==> src/rtl/sdram_arbit.sv <==
// SDRAM command arbiter: init hand-off, write/read grants, periodic auto-refresh.
// Define ARB_RD_PRIORITY_EN to favour read over write on simultaneous requests.
module sdram_arbit #(
    parameter int REF_PERIOD = 780,
    parameter int TRP        = 2,
    parameter int TRC        = 7,
    parameter int ADDR_WIDTH = 12
) (
    input  logic                  clk,
    input  logic                  rst_n,
    input  logic                  init_end,
    input  logic [3:0]            init_cmd,
    input  logic [ADDR_WIDTH-1:0] init_addr,
    input  logic                  wr_rq,
    input  logic                  wr_end_flag,
    input  logic [3:0]            wr_cmd,
    input  logic [ADDR_WIDTH-1:0] wr_addr,
    input  logic [1:0]            wr_bank_addr,
    input  logic                  rd_rq,
    input  logic                  rd_end_flag,
    input  logic [3:0]            rd_cmd,
    input  logic [ADDR_WIDTH-1:0] rd_addr,
    input  logic [1:0]            rd_bank_addr,
    output logic                  wr_en,
    output logic                  rd_en,
    output logic                  ref_rq,
    output logic                  ref_overrun,
    output logic [3:0]            sdram_cmd,
    output logic [ADDR_WIDTH-1:0] sdram_addr,
    output logic [1:0]            sdram_bank
);
    localparam logic [3:0] CMD_NOP  = 4'b0111;
    localparam logic [3:0] CMD_PRE  = 4'b0010;
    localparam logic [3:0] CMD_AREF = 4'b0001;

    localparam int CW = (REF_PERIOD > 1) ? $clog2(REF_PERIOD) : 1;
    localparam int AW = $clog2(TRP + TRC + 1);
    localparam logic [CW-1:0] REF_LAST = CW'(REF_PERIOD - 1);
    localparam logic [AW-1:0] A_TRP    = AW'(TRP);
    localparam logic [AW-1:0] A_LAST   = AW'(TRP + TRC - 1);
    // A10 high during PRECHARGE selects all banks.
    localparam logic [ADDR_WIDTH-1:0] PRE_ALL = ADDR_WIDTH'(1024);

    typedef enum logic [2:0] {
        ST_INIT,
        ST_ARBIT,
        ST_AREF,
        ST_WRITE,
        ST_READ
    } state_t;

    state_t                state_q, state_d;
    logic [CW-1:0]         timer_q, timer_d;
    logic [AW-1:0]         a_q, a_d;
    logic                  ref_rq_q, ref_rq_d;
    logic                  ovr_q, ovr_d;
    logic                  wr_en_q, wr_en_d;
    logic                  rd_en_q, rd_en_d;
    logic [3:0]            cmd_q, cmd_d;
    logic [ADDR_WIDTH-1:0] addr_q, addr_d;
    logic [1:0]            bank_q, bank_d;
    logic                  wrap;
    logic                  take_ref;

    always_comb begin
        state_d  = state_q;
        timer_d  = timer_q;
        a_d      = '0;
        ref_rq_d = ref_rq_q;
        ovr_d    = ovr_q;
        wr_en_d  = 1'b0;
        rd_en_d  = 1'b0;
        cmd_d    = CMD_NOP;
        addr_d   = '0;
        bank_d   = '0;
        wrap     = 1'b0;
        take_ref = 1'b0;

        if (state_q == ST_INIT) begin
            timer_d = '0;
        end else if (timer_q == REF_LAST) begin
            timer_d = '0;
            wrap    = 1'b1;
        end else begin
            timer_d = timer_q + CW'(1);
        end

        case (state_q)
            ST_INIT: begin
                cmd_d  = init_cmd;
                addr_d = init_addr;
                if (init_end) state_d = ST_ARBIT;
            end
            ST_ARBIT: begin
                if (ref_rq_q) begin
                    state_d  = ST_AREF;
                    take_ref = 1'b1;
`ifdef ARB_RD_PRIORITY_EN
                end else if (rd_rq) begin
                    state_d = ST_READ;
                    rd_en_d = 1'b1;
                end else if (wr_rq) begin
                    state_d = ST_WRITE;
                    wr_en_d = 1'b1;
`else
                end else if (wr_rq) begin
                    state_d = ST_WRITE;
                    wr_en_d = 1'b1;
                end else if (rd_rq) begin
                    state_d = ST_READ;
                    rd_en_d = 1'b1;
`endif
                end
            end
            ST_WRITE: begin
                cmd_d  = wr_cmd;
                addr_d = wr_addr;
                bank_d = wr_bank_addr;
                if (wr_end_flag) state_d = ST_ARBIT;
            end
            ST_READ: begin
                cmd_d  = rd_cmd;
                addr_d = rd_addr;
                bank_d = rd_bank_addr;
                if (rd_end_flag) state_d = ST_ARBIT;
            end
            ST_AREF: begin
                if (a_q == '0) begin
                    cmd_d  = CMD_PRE;
                    addr_d = PRE_ALL;
                end else if (a_q == A_TRP) begin
                    cmd_d = CMD_AREF;
                end
                if (a_q == A_LAST) state_d = ST_ARBIT;
                else               a_d     = a_q + AW'(1);
            end
            default: state_d = ST_INIT;
        endcase

        // A wrap on the AREF entry cycle outranks the clear.
        if (wrap) begin
            if (ref_rq_q) ovr_d = 1'b1;
            ref_rq_d = 1'b1;
        end else if (take_ref) begin
            ref_rq_d = 1'b0;
        end
    end

    always_ff @(posedge clk) begin
        if (!rst_n) begin
            state_q  <= ST_INIT;
            timer_q  <= '0;
            a_q      <= '0;
            ref_rq_q <= 1'b0;
            ovr_q    <= 1'b0;
            wr_en_q  <= 1'b0;
            rd_en_q  <= 1'b0;
            cmd_q    <= CMD_NOP;
            addr_q   <= '0;
            bank_q   <= '0;
        end else begin
            state_q  <= state_d;
            timer_q  <= timer_d;
            a_q      <= a_d;
            ref_rq_q <= ref_rq_d;
            ovr_q    <= ovr_d;
            wr_en_q  <= wr_en_d;
            rd_en_q  <= rd_en_d;
            cmd_q    <= cmd_d;
            addr_q   <= addr_d;
            bank_q   <= bank_d;
        end
    end

    assign wr_en       = wr_en_q;
    assign rd_en       = rd_en_q;
    assign ref_rq      = ref_rq_q;
    assign ref_overrun = ovr_q;
    assign sdram_cmd   = cmd_q;
    assign sdram_addr  = addr_q;
    assign sdram_bank  = bank_q;
endmodule

==> config.mk <==
export PLATFORM = sky130hd
export DESIGN_NAME = sdram_arbit
export DESIGN_NICKNAME = d
export VERILOG_FILES = /design/src/rtl/sdram_arbit.sv
export SDC_FILE = /design/constraint.sdc
export NUM_CORES = 1
export LEC_CHECK = 0
export BUFFER_PORTS_ARGS = -buffer_cell sky130_fd_sc_hd__buf_2
export CORE_ASPECT_RATIO = 1.75
export CORE_UTILIZATION = 47
export DETAILED_ROUTE_END_ITERATION = 10
export PLACE_DENSITY = 0.77
export SYNTH_ARGS = -nofsm -noshare
export SYNTH_HDL_FRONTEND = slang
export SYNTH_SLANG_ARGS = --single-unit
==> constraint.sdc <==
create_clock -name clk -period 1.7 [get_ports clk]
set_input_delay 0.34 -clock clk [delete_from_list [all_inputs] [get_ports clk]]
set_output_delay 0.34 -clock clk [all_outputs]
set_load 0.005 [all_outputs]
## After elaboration in Yosys (flattened, before gate mapping)

Index checks and enable logic that the tools add are counted.

| cells by class | value |
|---|---|
| add/subtract/negate cells | 2 |
| equality and inequality tests | 12 |
| multiplexer cells | 22 |
| bitwise operators | 3 |
| reductions and logical operators | 9 |

Operators by type and width:

| operator | count |
|---|---|
| $pmux 12 s4 | 1 |
| $mux 3 | 9 |
| $pmux 4 s4 | 1 |
| $pmux 3 s5 | 1 |
| $mux 11 | 1 |
| $add 10x1->10 const B | 1 |
| $eq 10x10->1 const B | 1 |
| $reduce_or 3->1 | 3 |
| $mux 1 | 8 |
| $ne 2x2->1 const B | 4 |
| $eq 3x2->1 const B | 2 |
| $reduce_and 5->1 | 1 |
| $add 4x1->4 const B | 1 |
| $eq 4x2->1 const B | 1 |
| $eq 4x4->1 const B | 1 |
| $logic_not 4->1 | 1 |
| $ne 4x4->1 const B | 1 |
| $pmux 2 s2 | 1 |
| $reduce_or 4->1 | 1 |
| $eq 3x1->1 const B | 1 |
| $eq 3x3->1 const B | 1 |
| $logic_not 3->1 | 1 |
| $not 1->1 | 3 |
| $reduce_and 2->1 | 1 |
| $reduce_bool 2->1 | 1 |

| storage, ports and cells | value |
|---|---|
| register bits | 39 |
| input bits | 59 |
| output and inout port bits | 22 |

## Logic depth before layout (Yosys ltp)

Gate-level depths: netlist of run 1.

| logic depth | value |
|---|---|
| word-level depth | 4 |
| depth in mapped cells | 7 |
| mapped depth without buffers | 6 |

## Worst setup path after synthesis of run 1

OpenSTA, ideal clock, no wires.

| path | value |
|---|---|
| path kind | reg-to-reg |
| from | register a_q[0] |
| to | register state_q[0] |
| arrival | 1.313 ns |
| data required time | 1.570 ns |
| setup slack | 0.257 ns |
| stages on the path, launching flop included | 7 |
| cells stage by stage | dfxtp_1 inv_1 ha_1 nand4bb_1 a32oi_1 o41a_1 o211ai_2 |

| on the way | value |
|---|---|
| cells in the longest elaborated chain, start to end | 3 |

RTL lines:

| what | line | RTL |
|---|---|---|
| start, declared | 54 | `logic [AW-1:0] a_q, a_d;` |
| start signal, assigned | 153 | `a_q <= '0;` |
| start signal, assigned | 164 | `a_q <= a_d;` |
| $eq 4x4->1 | 134 | `if (a_q == A_LAST) state_d = ST_ARBIT;` |
| $ne 2x2->1 (no source line) | -- |  |
| $reduce_and 5->1 (no source line) | -- |  |
| end signal, assigned | 162 | `state_q <= state_d;` |
| end, declared | 52 | `state_t state_q, state_d;` |

Every way passes these cells.
A chain may end at the register's enable or synchronous reset.

## Worst setup path after layout of run 1

| path | value |
|---|---|
| from | register state_q[1] |
| to | register state_q[0] |

| on the way | value |
|---|---|
| cells in the longest elaborated chain, start to end | 3 |
| elaborated cells on any way between the ends | 12 |
| those cells by class | eq/ne: 9; mux: 1; reduce/logical: 2 |

RTL lines:

| what | line | RTL |
|---|---|---|
| $eq 3x1->1, or another cell as far along | 88 | `case (state_q)` |
| $ne 4x4->1 (no source line) or $ne 2x2->1 (tied branches) | -- |  |
| $reduce_and 5->1 (no source line) | -- |  |

Parallel ways exist; a longest one is shown, timed or not.

==> impl_metrics.csv, run 1 <==
group,metric,value,unit
outcome,status,"finished, final reports clean",
layout,nFillCells,355,
layout,final_area,0.002424,sq mm
global_route,grt_max_degree,18,
place,dp_hpwl,3362,microns
timing,drv_slew,0,
setup_path,crit_path_cell_trace,"nor2b_1 -> a32oi_1 -> a41oi_1 -> o211ai_2",
die,coreArea,0.003701,sq mm
place,port_buffers,80,
routing,drt-initial-drc-count,42,
layout,layout.nets,350,
logic_synthesis,async_reset_ff_share,0,%
logic_synthesis,syn-num-nets,266,
timing,skew,0.006777,ns
place,placed_area,0.002311,sq mm
clocking,cts.htree.levels,2,
global_route,grt_pass1_wl,7024,microns
die,dieArea,0.004186,sq mm
clocking,cts_buffers,5,
layout,syn_to_final_growth,31.50,%
clocking,cts_setup_buffers,0,
routing,drc,0,
layout,drive_gt1_share,39.58,%
clocking,cts_hold_buffers,0,
die,die_h,84.84,microns
place,dp_slack,0.1950,ns
global_route,grt.total_usage,22.11,%
clocking,clock_sinks,39,
setup_path,worstSetupPathType,"reg2reg",
logic_synthesis,avgSynthCellArea,9.079,sq um
layout,diodes,0,
setup_path,worst_setup_path_start_kind,"flip-flop",
setup_path,crit_slowest_cell,"dfxtp_1",
layout,post-route-util,65.48,%
setup_path,critical_path_required,1.88,ns
timing,tns,0,ns
logic_synthesis,synth_flop_cell,"dfxtp_1",
die,rows,29,
die,die_x,49.34,microns
routing,drt-total-wl,4408,microns
logic_synthesis,synth_seq_cells,39,
logic_synthesis,yosysSeqAreaShare,42.36,%
routing,ant_nets,0,
die,initial_core_util,49.80,%
power,p_per_area,1135,mW/mm^2
setup_path,rrSetupSlack,0.17,ns
logic_synthesis,synth_cell_types,40,
timing,min_period_over_period,89.87,%
timing,rsz0062_at_grt,"false",
place,place_congestion,0.7973,
timing,setup_violations,0,
clocking,cts_buffer_depth,2,
power,leakagePower,0.001063,uW
power,peakVddDrop,0.8468,mV
job,maxCapViolations,0,
routing,vias_per_cell,5.263,
logic_synthesis,synth_edf_count,0,
global_route,grt_pass1_vias,1684,
logic_synthesis,synth_area,0.001843,sq mm
timing,finalCriticalPeriod,1.528,ns
global_route,overflow,0,
setup_path,worstSetupEndpointType,"flip-flop",
clocking,insertion_delay,0.29,ns
power,total_power,2752,uW
setup_path,worstPathArrival,1.70,ns
die,io_pins,81,
clocking,clockRootBuffer,"clkbuf_8",
global_route,antenna_found_initial,0,
routing,vias,1758,
routing,wl_per_cell,13.20,microns
clocking,path_clk_slew,0.08,ns
logic_synthesis,netlist_instances,203,
setup_path,max_stage_delay,0.53,ns
clocking,post_cts_resized,0,
min_path,hold_class,"in2reg",
setup_path,path_max_fanout,10,
clocking,cts_tree,"yes",
logic_synthesis,yosysWarnings,0,
timing,tightest_slew,0.4096,ns
timing,timing.final.hold_violations,0,
timing,setup_ws,0.1721,ns
routing,drt_first_pass_iters,4,
timing,worst_slew_margin_rel,72.61,%
timing,fmax,0.6545,GHz
## through the flow
stage / hold WS, ns / std cells
floorplan: 0.4297 / 203
global placement: 0.4426 / 326
detailed placement: 0.4534 / 326
CTS: 0.2860 / 334
global route: 0.2958 / 334
finish: 0.2881 / 334
## Yosys cell counts, types with 2 or more instances
master,count,share of area (%)
and2_1,2,0.68
buf_2,4,1.1
nand3_1,6,1.6
ha_1,4,2.7
nor2b_1,4,1.4
nor3_1,4,1.1
nand2b_1,2,0.68
xor2_1,4,1.9
nor2_1,35,7.1
o21ai_0,4,1.1
nand4bb_1,2,1.2
clkbuf_1,6,1.2
nand2_1,8,1.6
nand3b_1,4,1.6
a21oi_1,5,1.4
mux2i_1,2,1.1
a32oi_1,2,0.95
and4_1,2,0.95
mux2_2,14,8.6
o21a_1,2,0.81
buf_4,2,0.81
nor3b_1,3,1.2
dfxtp_1,39,42
inv_1,7,1.4
nand4_1,3,1.0
xnor2_1,6,2.9
a22oi_1,14,5.7
## power by group
part / switching (uW) / leakage [uW] / internal (uW)
clock: 339 / 0.0000581 / 437
sequential: 78.1 / 0.000318 / 1050
combinational: 446 / 0.000687 / 407
## logic make-up after synthesis
family / count (synthesis) / synth area share (%)
and+or+nand+nor: 80 / 22.40
muxes: 16 / 9.640
buffers and inverters: 19 / 4.549
adders and majority gates: 4 / 2.716
AOI/OAI and AO/OA: 35 / 13.58
DFF: 39 / 42.36
xor gates and xnor gates: 10 / 4.752
## routing by layer
| metal | up-vias | global-route usage [%] | wire [microns] |
|---|---|---|---|
| li1 | 879 | - | - |
| met1 | 813 | 22.55 | 1716 |
| met2 | 51 | 39.35 | 2350 |
| met3 | 15 | 5.018 | 159 |
| met4 | 0 | 14.17 | 181 |
| met5 | - | 0 | 0 |
## cells in the final DEF (no fill, tap or decap), types with 5 or more instances in the layout
master	instances
a21oi_1	5
a22oi_1	14
buf_2	80
buf_4	9
clkbuf_8	5
dfxtp_1	39
inv_1	7
mux2_2	14
nand2_1	8
nand3_1	6
nor2_1	35
xnor2_1	6
## path summary, 6_finish.rpt
kind,start,endpoint,cells past startpoint
max,state_q[1]$_SDFFE_PN0P_,state_q[0]$_SDFFE_PN0P_,4
min,wr_addr[7],sdram_addr[7]$_SDFF_PN0_,3
min reg2reg,a_q[0]$_SDFF_PP0_,a_q[0]$_SDFF_PP0_,1
max reg2reg,state_q[1]$_SDFFE_PN0P_,state_q[0]$_SDFFE_PN0P_,4
## area by class of cell
type	instances	area [sq um]	area share [%]
sequential	39	780.7	32.21
tap	46	57.56	2.375
inverter	7	26.28	1.084
clock inverter	3	43.79	1.807
clock buffer	5	68.82	2.839
multi-input combinational	145	978.4	40.37
timing repair buffer	89	467.9	19.31
## critical path, delay by kind of cell (launching register included)
| kind | cells | cell delay (ns) |
|---|---|---|
| AO/OA/AOI/OAI | 3 | 0.60 |
| AND/OR/NAND/NOR | 1 | 0.29 |
| flip-flops | 1 | 0.53 |
## registers in the layout, indices dropped and copies added, names as in the netlist
name and cells:
sdram_addr 12, timer_q 10, a_q 4, sdram_cmd 4, state_q 3, sdram_bank 2
rd_en 1, ref_overrun 1, ref_rq 1, wr_en 1
Power figures use the tool's default switching activity.
==> run 2: changes to the inputs <==
--- a/config.mk
+++ b/config.mk
@@ -8,6 +8,7 @@
 export BUFFER_PORTS_ARGS = -buffer_cell sky130_fd_sc_hd__buf_2
 export CORE_ASPECT_RATIO = 1.75
 export CORE_UTILIZATION = 47
+export CTS_BUF_LIST = sky130_fd_sc_hd__clkbuf_16
 export DETAILED_ROUTE_END_ITERATION = 10
 export PLACE_DENSITY = 0.77
 export SYNTH_ARGS = -nofsm -noshare
==> run 2 against run 1 <==
Net effect: clock skew is 0.0027 ns lower; fmax is 0.74% lower; largest cell class unchanged; register-to-register slack hardly changed; count of clock-buffer cells in the layout stayed put; critical path depth is 1 higher; utilization is 1.5 points higher; clock power is 37% higher; wire length is 2.2% higher.
==> impl_metrics.csv, run 2 (synthesis gave the netlist of run 1 again) <==
group,metric,value,unit
clocking,cts_buffer_depth,2,
layout,multi_input_area,978.4,sq um
routing,drt-total-wl,4507,microns
timing,timing.final.hold_violations,0,
global_route,grt_pass1_vias,1701,
timing,fmax,0.6497,GHz
layout,final_area,0.002480,sq mm
layout,diodes,0,
die,die_x,49.34,microns
routing,drc,0,
clocking,cts_buffers,5,
place,dp_slack,0.1950,ns
die,rows,29,
power,p_per_area,1229,mW/mm^2
place,place_inst,326,
layout,nFillCells,343,
power,leakagePower,0.001088,uW
min_path,min_path_cells,3,
die,coreArea,0.003701,sq mm
timing,setup_ws,0.1608,ns
min_path,hold_end,"sdram_addr[7]$_SDFF_PN0_",
min_path,hold_class,"in2reg",
setup_path,crit_path_cell_trace,"buf_4 -> nor2_2 -> o21ai_1 -> buf_4 -> nor2_1",
routing,vias,1762,
min_path,hp-start,"wr_addr[7]",
layout,drive_gt1_share,39.58,%
layout,layout.nets,350,
die,io_pins,81,
place,place_congestion,0.7973,
routing,drt_first_pass_iters,4,
clocking,clock_sinks,39,
job,maxCapViolations,0,
timing,worst_slew_margin_rel,72.72,%
power,peakVddDrop,1.025,mV
clocking,cts_tree,"yes",
layout,layout_commonest_cell,"buf_2",
global_route,antenna_found_initial,0,
timing,drv_slew,0,
clocking,path_clk_slew,0.06,ns
place,placed_area,0.002311,sq mm
setup_path,worst_setup_path_start_kind,"flip-flop",
timing,tns,0,ns
setup_path,crit_slowest_cell,"dfxtp_1",
clocking,cts_hold_buffers,0,
setup_path,max_stage_delay,0.49,ns
timing,setup_violations,0,
setup_path,r2r_cells,5,
clocking,insertion_delay,0.28,ns
global_route,overflow,0,
layout,stdcell_count,334,
setup_path,worstSetupPathType,"reg2reg",
setup_path,worstSetupEndpointType,"flip-flop",
die,die_h,84.84,microns
layout,largest_reg_flops,12,
global_route,grt_max_degree,18,
routing,ant_nets,0,
setup_path,crit_top_cell,"buf_4",
layout,regArea,780.7,sq um
clocking,clockRootBuffer,"clkbuf_16",
clocking,post_cts_resized,0,
layout,syn_to_final_growth,34.56,%
setup_path,path_max_fanout,11,
setup_path,rrSetupSlack,0.16,ns
setup_path,critical_path_required,1.87,ns
timing,min_period_over_period,90.54,%
clocking,cts_setup_buffers,0,
layout,post-route-util,67.00,%
timing,finalCriticalPeriod,1.539,ns
place,port_buffers,80,
die,initial_core_util,49.80,%
global_route,grt.total_usage,22.67,%
global_route,grt_pass1_wl,7176,microns
place,dp_hpwl,3362,microns
setup_path,worstPathArrival,1.71,ns
outcome,status,"finished, final reports clean",
layout,final_cell_mix,"80 x buf_2, 39 x dfxtp_1, 35 x nor2_1",
timing,rsz0062_at_grt,"false",
setup_path,reg2reg_from,"state_q[0]$_SDFFE_PN0P_",
routing,drt-initial-drc-count,33,
die,dieArea,0.004186,sq mm
routing,vias_per_cell,5.275,
setup_path,reg2reg_to,"sdram_addr[9]$_SDFF_PN0_",
routing,wl_per_cell,13.49,microns
timing,skew,0.004114,ns
clocking,cts.htree.levels,2,
timing,tightest_slew,0.4080,ns
==> run 2: layout make-up <==
cell class | instances | area share (%)
Clock buffer | 5 | 5.045
Multi-Input combinational cell | 145 | 39.46
Clock inverter | 3 | 1.766
Sequential cell | 39 | 31.48
Tap cell | 46 | 2.321
Inverter | 7 | 1.060
Timing Repair Buffer | 89 | 18.87
==> run 2: stage by stage <==
stage,power [uW],hold slack [ns]
finish,3048,0.3018
global route,3211,0.3206
CTS,3068,0.3004
detailed placement,2009,0.4534
global placement,1986,0.4426
floorplan,1685,0.4297
==> run 2: worst max-delay path: cells and delay by family, from the launching register on <==
kind,cells,cell delay [ns]
flip-flops,1,0.49
buffers and inverters,2,0.48
AO/OA/AOI/OAI,1,0.33
AND/OR/NAND/NOR,2,0.13
==> run 2: where the power goes <==
group          internal [uW]  total (uW)  switching [uW]
Combinational            407         859             452
Clock                    691        1060             372
Sequential              1050        1130            78.2
==> run 2: how the worst max path moves through the flow <==
stage | from | to
floorplan | a_q[0]$_SDFF_PP0_ | state_q[0]$_SDFFE_PN0P_
global placement | state_q[0]$_SDFFE_PN0P_ | sdram_cmd[3]$_SDFF_PN0_
detailed placement | a_q[0]$_SDFF_PP0_ | state_q[0]$_SDFFE_PN0P_
CTS | state_q[1]$_SDFFE_PN0P_ | sdram_addr[9]$_SDFF_PN0_
global route | state_q[0]$_SDFFE_PN0P_ | sdram_addr[8]$_SDFF_PN0_
finish | state_q[0]$_SDFFE_PN0P_ | sdram_addr[9]$_SDFF_PN0_
==> run 2: per-layer routing <==
layer  vias up  wire, microns  track usage [%]
met4         0            170            14.97
met3        14            164            4.839
met1       818           1741            22.89
met5         -              0                0
met2        50           2431            40.60
li1        880              -                -
==> run 3: changes to the inputs <==
--- a/config.mk
+++ b/config.mk
@@ -10,7 +10,7 @@
 export CORE_UTILIZATION = 47
 export CTS_BUF_LIST = sky130_fd_sc_hd__clkbuf_16
 export DETAILED_ROUTE_END_ITERATION = 10
-export PLACE_DENSITY = 0.77
+export PLACE_DENSITY = 0.88
 export SYNTH_ARGS = -nofsm -noshare
 export SYNTH_HDL_FRONTEND = slang
 export SYNTH_SLANG_ARGS = --single-unit
==> run 3 against run 2 <==
Net effect: power up 6.2%; via count up 3.1%; die area unchanged; wire length up 2.9%; utilization up 1.6 points; sequential share of layout area down 0.73 points; non-clock buffer count up 2; first-iteration DRC count down 9.1%; critical endpoint is now state_q[0]$_SDFFE_PN0P_; largest cell class unchanged; largest power group is now the clock network.
==> impl_metrics.csv, run 3 (synthesis gave the netlist of run 1 again) <==
group,metric,value,unit
setup_path,path_max_fanout,6,
power,power_frac_clock,37.2,%
timing,min_period_over_period,92.06,%
setup_path,crit_slowest_cell,"dfxtp_1",
timing,fmax,0.6389,GHz
routing,drt_first_pass_iters,4,
routing,drc,0,
clocking,insertion_delay,0.28,ns
die,dieArea,0.004186,sq mm
routing,drt-initial-drc-count,30,
power,power.switching,905.7,uW
job,maxCapViolations,0,
layout,layout_commonest_cell,"buf_2",
power,power_switching_share,27.97,%
die,rows,29,
setup_path,crit_path_cell_trace,"inv_1 -> ha_1 -> nand4bb_1 -> a32oi_2 -> o41a_1 -> o211ai_2",
timing,rsz0062_at_grt,"false",
layout,diodes,0,
timing,finalCriticalPeriod,1.565,ns
power,p_comb_share,28.5,%
routing,wl_met2,2699,microns
setup_path,worstSetupEndpointType,"flip-flop",
place,port_buffers,80,
power,p_per_area,1275,mW/mm^2
timing,skew,0.003671,ns
routing,wl_met1,1649,microns
die,coreArea,0.003701,sq mm
global_route,grt_max_degree,17,
global_route,grt_pass1_vias,1814,
layout,layout.nets,352,
clocking,clock_sinks,39,
min_path,hold_class,"in2reg",
layout,final_area,0.002539,sq mm
clocking,cts_buffer_depth,2,
routing,ant_nets,0,
setup_path,max_stage_delay,0.33,ns
global_route,grt.total_usage,23.43,%
die,io_pins,81,
routing,vias,1817,
timing,tightest_slew,0.4105,ns
routing,top_layer_used,"met4",
clocking,path_clk_slew,0.06,ns
place,placed_area,0.002338,sq mm
place,dp_slack,0.07947,ns
layout,post-route-util,68.59,%
global_route,grt_pass1_wl,7555,microns
timing,worst_slew_margin_rel,72.55,%
layout,stdcell_count,336,
timing,tns,0,ns
power,peakVddDrop,1.012,mV
timing,drv_slew,0,
place,dp_hpwl,3591,microns
timing,setup_violations,0,
clocking,cts_buffers,5,
clocking,cts_hold_buffers,0,
global_route,overflow,0,
clocking,cts_tree,"yes",
layout,largest_reg_flops,12,
clocking,clockRootBuffer,"clkbuf_16",
routing,wl_per_cell,13.80,microns
routing,vias_per_cell,5.408,
setup_path,critical_path.top_delay_family,"compound AO/OA/AOI/OAI gates",
timing,setup_ws,0.1349,ns
layout,final_cell_mix,"80 x buf_2, 39 x dfxtp_1, 35 x nor2_1",
setup_path,critical_path_required,1.86,ns
setup_path,cp_num_buf_inv,1,
die,initial_core_util,49.80,%
routing,wl_met3,200,microns
global_route,antenna_found_initial,0,
clocking,cts_setup_buffers,0,
setup_path,worstPathArrival,1.72,ns
setup_path,worstSetupPathType,"reg2reg",
outcome,status,"finished, final reports clean",
routing,drt-total-wl,4637,microns
setup_path,worst_setup_path_start_kind,"flip-flop",
layout,drive_gt1_share,40.34,%
clocking,cts.htree.levels,2,
power,p_int,2332,uW
layout,syn_to_final_growth,37.75,%
die,die_x,49.34,microns
power,power.share.sequential,34.4,%
place,place_congestion,0.7958,
place,place_inst,328,
timing,timing.final.hold_violations,0,
die,die_h,84.84,microns
clocking,post_cts_resized,0,
power,leakagePower,0.001109,uW
==> run 3: area by class of cell <==
type	count	area, sq um
clock buffer	5	125.1
clock inverter	3	67.56
fill	323	1162
inverter	7	26.28
multi-input combinational	145	985.9
sequential	39	780.7
tap	46	57.56
timing repair buffer	91	495.5
==> run 3: worst paths after layout <==
kind	startpoint	to	slack (ns)	cells after the start
max	a_q[0]$_SDFF_PP0_	state_q[0]$_SDFFE_PN0P_	0.13	6
min	wr_addr[3]	sdram_addr[3]$_SDFF_PN0_	0.31	3
min reg2reg	a_q[0]$_SDFF_PP0_	a_q[0]$_SDFF_PP0_	0.47	1
max reg2reg	a_q[0]$_SDFF_PP0_	state_q[0]$_SDFFE_PN0P_	0.13	6
==> run 3: tightest hold or removal path, delay by kind of cell <==
family | cells | cell delay, ns
and+or+nand+nor | 1 | 0.07
AOI/OAI and AO/OA | 1 | 0.06
buffers and inverters | 1 | 0.07
==> run 3: power groups by stage <==
stage / clock network [uW] / registers [uW] / logic (uW)
after detailed placement: 0 / 1130 / 913
after CTS: 1210 / 1110 / 917
final: 1200 / 1110 / 921
after global routing: 1240 / 1130 / 1010
after global placement: 0 / 1130 / 894
after floorplan: 0 / 1120 / 562
==> run 3: metrics by stage <==
step                total power, uW  hold slack (ns)
global route                   3385           0.3119
finish                         3238           0.3051
global placement               2020           0.4420
CTS                            3245           0.3067
floorplan                      1685           0.4297
detailed placement             2045           0.4528
==> run 3: routing by layer <==
| metal | up-vias | GRT usage, % |
|---|---|---|
| li1 | 886 | - |
| met1 | 856 | 22.06 |
| met2 | 63 | 46.33 |
| met3 | 12 | 5.556 |
| met4 | 0 | 9.091 |
| met5 | - | 0 |
